`src/rtl/iterator_arbiter.sv`:
```
// iterator_arbiter: round-robin sharing of one Iterator among NUM_REQ users.
// Ports: clock, reset (sync, active-high); req/rew per requester in;
// gnt, rsp_valid, rsp_data, rsp_eof, busy out; itr_read/itr_reset to the
// Iterator, itr_val/itr_eof from it.
// Define ITER_ARB_STATS_EN to add stat_reads/stat_eofs/stat_rewinds.
module iterator_arbiter #(
  parameter int NUM_REQ   = 4,
  parameter int WORD_SIZE = 8
) (
  input  logic                 clock,
  input  logic                 reset,
  input  logic [NUM_REQ-1:0]   req,
  input  logic [NUM_REQ-1:0]   rew,
  output logic [NUM_REQ-1:0]   gnt,
  output logic                 rsp_valid,
  output logic [WORD_SIZE-1:0] rsp_data,
  output logic                 rsp_eof,
  output logic                 busy,
  output logic                 itr_read,
  output logic                 itr_reset,
  input  logic [WORD_SIZE-1:0] itr_val,
  input  logic                 itr_eof
`ifdef ITER_ARB_STATS_EN
  ,
  output logic [31:0]          stat_reads,
  output logic [31:0]          stat_eofs,
  output logic [31:0]          stat_rewinds
`endif
);

  localparam int IW = $clog2(NUM_REQ);

  typedef enum logic [1:0] {
    IDLE,
    ISSUE,
    CAPTURE,
    RESP
  } state_t;

  state_t        state;
  state_t        state_nx;
  logic [IW-1:0] rr;
  logic [IW-1:0] win;
  logic          op_rew;
  logic          skip;
  logic [IW:0]   rew_pick;
  logic [IW:0]   req_pick;
  logic          take_rew;
  logic          any;
  logic [IW-1:0] pick_idx;

  // First set bit at or after start, wrapping. MSB of result = found.
  // Scanning downward lets the closest hit overwrite farther ones.
  function automatic logic [IW:0] first_from(
    input logic [NUM_REQ-1:0] v,
    input logic [IW-1:0]      start
  );
    logic [IW:0] r;
    logic [IW:0] s;
    r = '0;
    for (int k = NUM_REQ - 1; k >= 0; k--) begin
      s = {1'b0, start} + (IW+1)'(k);
      if (s >= (IW+1)'(NUM_REQ)) s = s - (IW+1)'(NUM_REQ);
      if (v[s[IW-1:0]]) r = {1'b1, s[IW-1:0]};
    end
    return r;
  endfunction

  assign rew_pick = first_from(rew, rr);
  assign req_pick = first_from(req, rr);
  assign take_rew = rew_pick[IW];
  assign any      = rew_pick[IW] | req_pick[IW];
  assign pick_idx = take_rew ? rew_pick[IW-1:0]
                             : req_pick[IW-1:0];
  assign busy     = (state != IDLE);

  always_ff @(posedge clock) begin
    if (reset) state <= IDLE;
    else       state <= state_nx;
  end

  always_comb begin
    state_nx = state;
    unique case (state)
      IDLE:    if (any) state_nx = ISSUE;
      ISSUE:   state_nx = CAPTURE;
      CAPTURE: state_nx = RESP;
      RESP:    state_nx = IDLE;
      default: state_nx = IDLE;
    endcase
  end

  always_ff @(posedge clock) begin
    if (reset) begin
      gnt       <= '0;
      win       <= '0;
      rr        <= '0;
      op_rew    <= 1'b0;
      skip      <= 1'b0;
      rsp_valid <= 1'b0;
      rsp_data  <= '0;
      rsp_eof   <= 1'b0;
      itr_read  <= 1'b0;
      itr_reset <= 1'b0;
    end else begin
      itr_read  <= 1'b0;
      itr_reset <= 1'b0;
      unique case (state)
        IDLE: begin
          if (any) begin
            win       <= pick_idx;
            gnt       <= NUM_REQ'(1) << pick_idx;
            op_rew    <= take_rew;
            // A read at eof is answered without touching the Iterator.
            skip      <= !take_rew && itr_eof;
            itr_read  <= !take_rew && !itr_eof;
            itr_reset <= take_rew;
          end
        end
        CAPTURE: begin
          rsp_valid <= 1'b1;
          rsp_data  <= (!op_rew && !skip) ? itr_val : '0;
          rsp_eof   <= itr_eof;
        end
        RESP: begin
          rsp_valid <= 1'b0;
          gnt       <= '0;
          rr        <= (win == IW'(NUM_REQ - 1)) ? '0
                                                 : win + 1'b1;
        end
        default: ;
      endcase
    end
  end

`ifdef ITER_ARB_STATS_EN
  always_ff @(posedge clock) begin
    if (reset) begin
      stat_reads   <= '0;
      stat_eofs    <= '0;
      stat_rewinds <= '0;
    end else if (state == CAPTURE) begin
      if (!op_rew && !skip && stat_reads != '1)
        stat_reads <= stat_reads + 32'd1;
      if (itr_eof && stat_eofs != '1)
        stat_eofs <= stat_eofs + 32'd1;
      if (op_rew && stat_rewinds != '1)
        stat_rewinds <= stat_rewinds + 32'd1;
    end
  end
`endif

endmodule

```
`config.mk`:
```
export PLATFORM = sky130hd
export DESIGN_NAME = iterator_arbiter
export DESIGN_NICKNAME = d
export VERILOG_FILES = /design/src/rtl/iterator_arbiter.sv
export SDC_FILE = /design/constraint.sdc
export NUM_CORES = 1
export LEC_CHECK = 0
export CAP_MARGIN = 20
export CORE_MARGIN = 2
export CORE_UTILIZATION = 35
export CTS_CLUSTER_DIAMETER = 80
export CTS_CLUSTER_SIZE = 20
export DETAILED_ROUTE_END_ITERATION = 8
export PLACE_DENSITY = 0.66
export SYNTH_ARGS = -nofsm -noshare
export SYNTH_HDL_FRONTEND = slang
export SYNTH_SLANG_ARGS = --single-unit
```
`constraint.sdc`:
```
create_clock -name clock -period 1.8 [get_ports clock]
set_input_delay 0.54 -clock clock [delete_from_list [all_inputs] [get_ports clock]]
set_output_delay 0.54 -clock clock [all_outputs]
set_load 0.02 [all_outputs]
```
==> metrics.txt, run 1 <==
status completed; critical path class in2reg; Yosys top cell area share 41.6%; Final ANT Viol Nets 0; largest net degree at the start of global routing 19; fillcell total between 300 and 400; switching component of the power around 600 uW; Mapped Cells around 140; Worst path max stage delay 0.57 ns; final setup fails 0; Final Net Count 221; Worst EP arrival 2.01 ns; synth unique cells 31; crit-path cells dlygate4sd2_1 -> or4_4 -> o32ai_4 -> or4_4 -> o21ai_2; H-tree depth 1; CTS Buffer Depth 2; final wirelength 2930 um; Sw Ratio 33.4%; area leader, netlist dfxtp_1; Cell Rows 20; Peak VDD IR ~0.5 mV; Core Region 3100 um2; Syn. warnings 0; post-synthesis register bit count 24; layout cell share with drive strength beyond 1 23.0%; worst rel slew slack between 60% and 70%; cell family with most CP delay simple AND/OR/NAND/NOR gates; Die H 61.5 um; TritonCTS Buffers 3; post-route cell area 1790 um2; Final Hold Viols 0; Avg Cell Area, Syn 8.38 um2; residual DRC count 0; clk sink count 24; worst slew pin tran 0.486 ns; most common cell after layout, fill and taps aside buf_4; clk root buf clkbuf_4; die area between 3000 and 4000 um2; Comb power frac between 40 and 50%; Die W 61.5 um; Seq pwr share 37.3%; Leak around 0.8 nW; TritonRoute pass-1 iters 4; count of final max-slew check failures 0; CP max-delay cell or4_4; Total Routing Usage GR 16.7%; worst hold path type reg2reg; CTS clk-pin slew, worst paths 0.13 ns; setup_tns 0 ns; initial DRC count 39; vias 1188; post-place instance area 1710 um2; Final Core Density 57.6%; worst hold-check slack 0.466 ns; register area 483 um2; Synth Cell Area between 1000 and 1500 um2; fin crit share ~100%; Max Freq ~0.56 GHz; Final min period 1.79 ns; initial antenna violation count 0; P_int ~1.2 mW; Critical Path Sink Type register; Critical Path Most Common Cell or4_4; clk_lat worst skew 0.31 ns; sequential area share after synthesis 41.6%; WP buf/inv 1; crit-path max FO 5; worst path required time a little over 2 ns; Initial Util a little under two fifths; synth top area cells dfxtp_1 (42%), a21oi_1 (8.7%), nand2b_1 (7.0%); vias in the first global route 1168; commonest cells after routing, fill and taps aside buf_4 (25), dfxtp_1 (22), dlygate4sd2_1 (21); first-pass GRT wire length 4830 um; Syn Nets 162; Setup crit start kind primary input; I/O pin cnt 36; area delta synth->final 54.7%; CTS tree done; total gr overflow 0; multi-input logic area between 600 and 700 um2; Final GP Congestion 0.773; post-DP HPWL 2190 um; pwr dens 1010 nW/um2; max cap viols 0; drt wl/cell 12.2 um; # diodes 0; # port buffers 35; clock share of power 21.5%; number of vias per cell 4.95; clock skew 0.00488 ns
==> Yosys cell counts (all sizes together) <==
cell    count
a21oi      20
or2         1
a32o        2
dfxtp      24
a211oi      3
o21ai       5
nor2b       1
nand2b     13
ha          5
nor3        4
nor2       11
o21a        1
nand3b      2
clkbuf      4
nand4       1
mux2i       3
buf         1
o32ai       1
o31ai       1
or4         2
inv         8
nor4        3
o22ai       2
nand3      10
o211ai      1
nand2       9
==> flip-flops by register name (all words and copies together) (netlist names) <==
signal	cells
op_rew	1
rsp_eof	1
rsp_valid	1
skip	1
state	2
rsp_data	8
win	2
itr_reset	1
itr_read	1
gnt	4
rr	2
==> per-stage QoR <==
stage	cells	total power, mW	setup slack (ns)
CTS	239	1.79	0.0113
global route	240	1.92	-0.00505
detailed placement	235	1.43	-0.614
floorplan	138	1.07	0.0622
finish	240	1.81	0.0122
global placement	235	1.41	-0.542
==> worst reg2reg max path: cells and delay by family, from the launching register on <==
kind	cells	cell delay, ns
simple gates	2	0.64
flops	1	0.41
compound gates	3	0.56
==> area by class of cell <==
type / count / share of cell area (%)
Sequential cell: 24 / 27.0
Timing Repair Buffer: 59 / 28.2
Tap cell: 44 / 3.08
Multi-Input combinational cell: 101 / 37.1
Inverter: 8 / 1.68
Clock inverter: 1 / 1.68
Clock buffer: 3 / 1.26
==> worst paths after layout <==
check | startpoint | end | slack, ns | cells after the start
min reg2reg | gnt[0] | gnt[0] | 0.47 | 2
max reg2reg | rr[0] | gnt[1] | 0.15 | 5
max | rew[0] | gnt[1] | 0.01 | 5
min | gnt[0] | gnt[0] | 0.47 | 2
==> per-layer routing <==
metal / global-route usage (%) / wire length, um
met1: 21.2 / 1340
met2: 28.0 / 1420
met3: 3.36 / 144
met4: 6.38 / 22
met5: 0 / 0
==> power by group through the flow <==
stage                     Combinational, mW  Sequential (mW)  Clock [mW]
after global placement                0.729            0.678           0
after CTS                             0.722            0.670       0.400
after detailed placement              0.749            0.682           0
after global routing                  0.819            0.683       0.422
after floorplan                       0.334            0.737           0
final                                 0.743            0.673       0.389
==> logic make-up after synthesis <==
| family | synth area share, % |
|---|---|
| buffers and inverters | 4.33 |
| AND/OR/NAND/NOR | 26.9 |
| flip-flops | 41.6 |
| AO/OA/AOI/OAI | 19.2 |
| multiplexers | 2.60 |
| adder cells (fa/ha/maj) | 5.41 |
==> repair_timing <==
action	4_1_cts	5_1_grt
gates resized for setup	32	6
endpoints found under the setup margin	22	6
buffers inserted	0	1
pin swaps	4	2
hold buffers	0	0
cloned	0	0
No activity file was read; power rests on OpenSTA's default activity.
==> run 2, diff against run 1 <==
Settings changed: CORE_UTILIZATION 35 to 41, PLACE_DENSITY 0.66 to unset, PLACE_DENSITY_LB_ADDON set to 0.05.
==> run 2 against run 1 <==
Against the previous run:
- clock power shrank 29%
- sequential cell count unchanged
- cell area decreased by 2.3%
- sequential power barely moved
- hold slack got worse by 0.011 ns
- combinational power decreased by 5.5%
- clock skew shrank 0.0037 ns
- via count decreased by 1.3%
==> metrics.txt, run 2 (synthesis results as in run 1) <==
vias in the first global route roughly 1200; Sw Ratio 35.0%; # diodes 0; setup bufs post-CTS 0; Worst EP arrival 2.02 ns; Setup crit start kind primary input; TritonCTS Buffers 3; TritonRoute pass-1 iters 4; initial antenna violation count 0; crit-path cells clkdlybuf4s50_1 -> nor4_2 -> buf_4 -> nand2_1 -> nand2_2 -> or4_4 -> o21ai_1; biggest regs rsp_data x8, gnt x4; first-pass GRT wire length approximately 4700 um; largest net degree at the start of global routing 20; clk sink count 24; Initial Util 42.7%; non-filler cells, final around 220; clock share of power about 17%; worst slew pin tran 0.560 ns; CTS clk-pin slew, worst paths 0.12 ns; final setup fails 0; post-route cell area 1750 um2; P_int 1.07 mW; fin worst setup slack 0.0348 ns; placed insts 219; CTS Hold Bufs 0; Cell Rows 19; die area 3260 um2; drt wl/cell around 13 um; fin crit share 98.1%; Setup WS pre-CTS -0.553 ns; Comb power frac between 40% and 50%; CTS Buffer Depth 2; # port buffers 35; Worst path max stage delay about 0.50 ns; final wirelength 2860 um; Total Routing Usage GR between 10% and 20%; clk_lat worst skew around 0.31 ns; status completed; Final GP Congestion 0.764; I/O pin cnt 36; total gr overflow 0; commonest cells after routing, fill and taps aside dfxtp_1 (22), buf_4 (20), dlygate4sd2_1 (19); Top reg by flops rsp_data; CTS tree done; clock skew 0.00116 ns; worst path required time between 2 and 2.5 ns; max cap viols 0; Seq pwr share just over 40%; Leak 0.790 nW; Final ANT Viol Nets 0; number of vias per cell roughly 5.3; Peak VDD IR ~0.72 mV; Final Net Count 217; WP buf/inv 2; switching component of the power 577 uW; Max Freq approximately 0.57 GHz; pwr dens 944 nW/um2; crit-path max FO 4; layout cell share with drive strength beyond 1 22.4%; vias 1173; most common cell after layout, fill and taps aside dfxtp_1; max reg flops 8; Final Core Density 64.5%; post-place instance area 1680 um2; post-DP HPWL 2170 um; Final min period 1.77 ns; Critical Path Sink Type register; H-tree depth 1; Die H roughly 57 um; worst hold path type reg2reg; area delta synth->final 51.1%; clk root buf clkbuf_4; worst rel slew slack 62.7%; Core Region about 2700 um2; initial DRC count 34; critical path class in2reg; count of final max-slew check failures 0; Final Hold Viols 0; residual DRC count 0; CP max-delay cell clkdlybuf4s50_1; cell family with most CP delay simple AND/OR/NAND/NOR gates; Die W 57.1 um
-- run 2: changes by cell type in the layout (fill, tap and decap cells not counted), sizes merged --
cell          previous run  this run
bufinv                   1         0
clkbuf                   3         4
dlygate4sd2             21        19
buf                     25        21
dlymetal6s2s             1         3
-- run 2: worst paths after layout --
kind | start | end | slack (ns) | depth (start not counted)
worst max-delay path | req[2] | gnt[1] | 0.03 | 7
worst min register to register | gnt[0] | gnt[0] | 0.45 | 2
worst max register to register | rr[0] | gnt[1] | 0.16 | 5
worst min-delay path | gnt[0] | gnt[0] | 0.45 | 2
-- run 2: through the flow --
step                hold slack, ns  power [mW]  TNS (ns)
finish                       0.455        1.65         0
global route                 0.485        1.77   -0.0233
CTS                          0.461        1.66         0
detailed placement           0.446        1.41     -4.67
global placement             0.433        1.39     -3.82
floorplan                    0.432        1.07         0
-- run 2: final cells by class --
cell class                 instances  area [um2]
fill                             262         963
sequential                        24         483
tap                               31        38.8
timing repair buffer              55         479
clock buffer                       4        36.3
inverter                           8        30.0
multi-input combinational        101         679
-- run 2: repair_timing --
item | in CTS | in global routing
gates resized for setup | 31 | 11
pin swaps | 4 | 4
setup endpoints to repair | 25 | 6
gates cloned | 0 | 0
-- run 2: worst reg2reg max path: cells and delay by family (launching register included) --
kind | cells | cell delay, ns
compound gates | 4 | 0.65
flops | 1 | 0.51
simple gates | 1 | 0.43
-- run 2: power by group through the flow --
stage / sequential (mW) / combinational [mW] / clock (mW)
4_1_cts: 0.671 / 0.698 / 0.287
2_1_floorplan: 0.737 / 0.334 / 0
5_1_grt: 0.683 / 0.777 / 0.306
6_report: 0.671 / 0.702 / 0.276
3_5_place_dp: 0.683 / 0.727 / 0
3_3_place_gp: 0.677 / 0.712 / 0
-- run 2: per-layer routing --
metal / track usage (%) / vias to the layer above / share of wire, %
li1: - / 596 / -
met1: 18.1 / 535 / 39
met2: 35.1 / 34 / 53
met3: 3.63 / 8 / 5.9
met4: 8.64 / 0 / 2.6
met5: 0 / - / 0
==> run 3, diff against run 2 <==
Settings changed: CORE_UTILIZATION 41 to 35.
==> run 3 against run 2 <==
Against the previous run:
- hold slack gained 0.0048 ns
- cell area grew 1.9%
- via count shrank 3.1%
- worst setup slack gained 0.030 ns
- count of clock-buffer cells in the layout shrank 1
- clock skew grew 0.0040 ns
- sequential share of layout area shrank 0.51 points
- combinational power grew 3%
==> metrics.txt, run 3 (synthesis results as in run 1) <==
status completed; Die H 61.5 um; Final GP Congestion approximately 0.81; drt wl/cell 11.8 um; max cap viols 0; CTS clk-pin slew, worst paths 0.12 ns; clk sink count 24; pwr dens ~990 nW/um2; post-DP HPWL about 2100 um; vias 1137; # diodes 0; Final min period around 1.7 ns; I/O pin cnt 36; die area around 3800 um2; Final Hold Viols 0; fin crit share 96.4%; Core Region a little over 3000 um2; Total Routing Usage GR 16.0%; crit-path max FO 6; CTS tree done; initial DRC count 54; first-pass GRT wire length 4490 um; most common cell after layout, fill and taps aside dfxtp_1; fin worst setup slack ~0.065 ns; total gr overflow 0; Cell Rows 20; TritonRoute pass-1 iters 4; worst path required time slightly above 2 ns; Initial Util 37.3%; Final ANT Viol Nets 0; Leak 0.793 nW; multi-input logic area a little under 700 um2; fillcell total 316; RSZ-0062 raised after global routing false; Critical Path Sink Type register; Die W 61.5 um; H-tree depth 1; largest net degree at the start of global routing 20; Final Core Density a little under three fifths; residual DRC count 0; layout cell share with drive strength beyond 1 around 23%; initial antenna violation count 0; critical path class in2reg; biggest regs rsp_data x8, gnt x4; clock skew 0.00515 ns; max reg flops 8; worst hold-check slack 0.460 ns; Setup crit start kind primary input; clk_lat worst skew 0.31 ns; Setup WS pre-CTS -0.597 ns; final wirelength 2790 um; worst hold path type reg2reg; CTS Hold Bufs 0; worst slew pin tran roughly 0.55 ns; commonest cells after routing, fill and taps aside dfxtp_1 (22), buf_4 (21), dlygate4sd2_1 (19); Max Freq 0.576 GHz; CTS Buffer Depth 2; TritonCTS Buffers 3; number of vias per cell 4.82; final setup fails 0; Peak VDD IR approximately 0.62 mV; worst rel slew slack between 60% and 70%; area delta synth->final 53.9%; Top reg by flops rsp_data; register area 483 um2; Worst EP arrival 1.98 ns; count of final max-slew check failures 0; Final Net Count 217; vias in the first global route 1051; # port buffers 35; clk root buf clkbuf_4
run 3: cell type report:
type / instances / area share, %
Inverter: 8 / 1.69
Clock buffer: 3 / 1.27
Sequential cell: 24 / 27.1
Tap cell: 44 / 3.09
Multi-Input combinational cell: 101 / 38.0
Timing Repair Buffer: 55 / 27.1
Clock inverter: 1 / 1.69
run 3: path summary, 6_finish.rpt:
path              startpoint     end  slack [ns]  depth (start not counted)
setup / recovery      rew[3]  gnt[1]        0.06                          8
hold / removal        gnt[0]  gnt[0]        0.46                          2
setup reg to reg       rr[0]  gnt[1]        0.11                          5
hold reg to reg       gnt[0]  gnt[0]        0.46                          2
run 3: critical path, stage by stage:
cell,delay (ns)
clkdlybuf4s15_1,0.30
nor4_2,0.06
buf_4,0.15
nand2_1,0.09
nand2_2,0.07
buf_4,0.15
or4_4,0.49
o21ai_2,0.14
run 3: routing by layer:
layer	global-route usage, %	vias to the layer above	share of wire (%)
li1	-	596	-
met2	26.4	22	46
met5	0	-	0
met3	3.36	4	4.3
met4	6.08	0	0.90
met1	20.6	515	49
run 3: what timing repair did:
item / in CTS / in global routing
buffers inserted: 0 / 0
cloned: 0 / 0
pin swaps: 1 / 4
gates resized for setup: 31 / 13
endpoints found under the setup margin: 22 / 7
run 3: report_power, final:
part	total [mW]	internal [mW]	switching, mW
Combinational	0.721	0.341	0.379
Sequential	0.668	0.620	0.0481
Clock	0.380	0.225	0.155
run 3: per-stage QoR:
step	cells	instance area, um2	power (mW)	TNS (ns)
3_3_place_gp	232	1690	1.40	-4.19
2_1_floorplan	138	1160	1.07	0
3_5_place_dp	232	1690	1.41	-4.46
6_report	236	1780	1.77	0
5_1_grt	236	1780	1.90	0
4_1_cts	236	1750	1.78	0
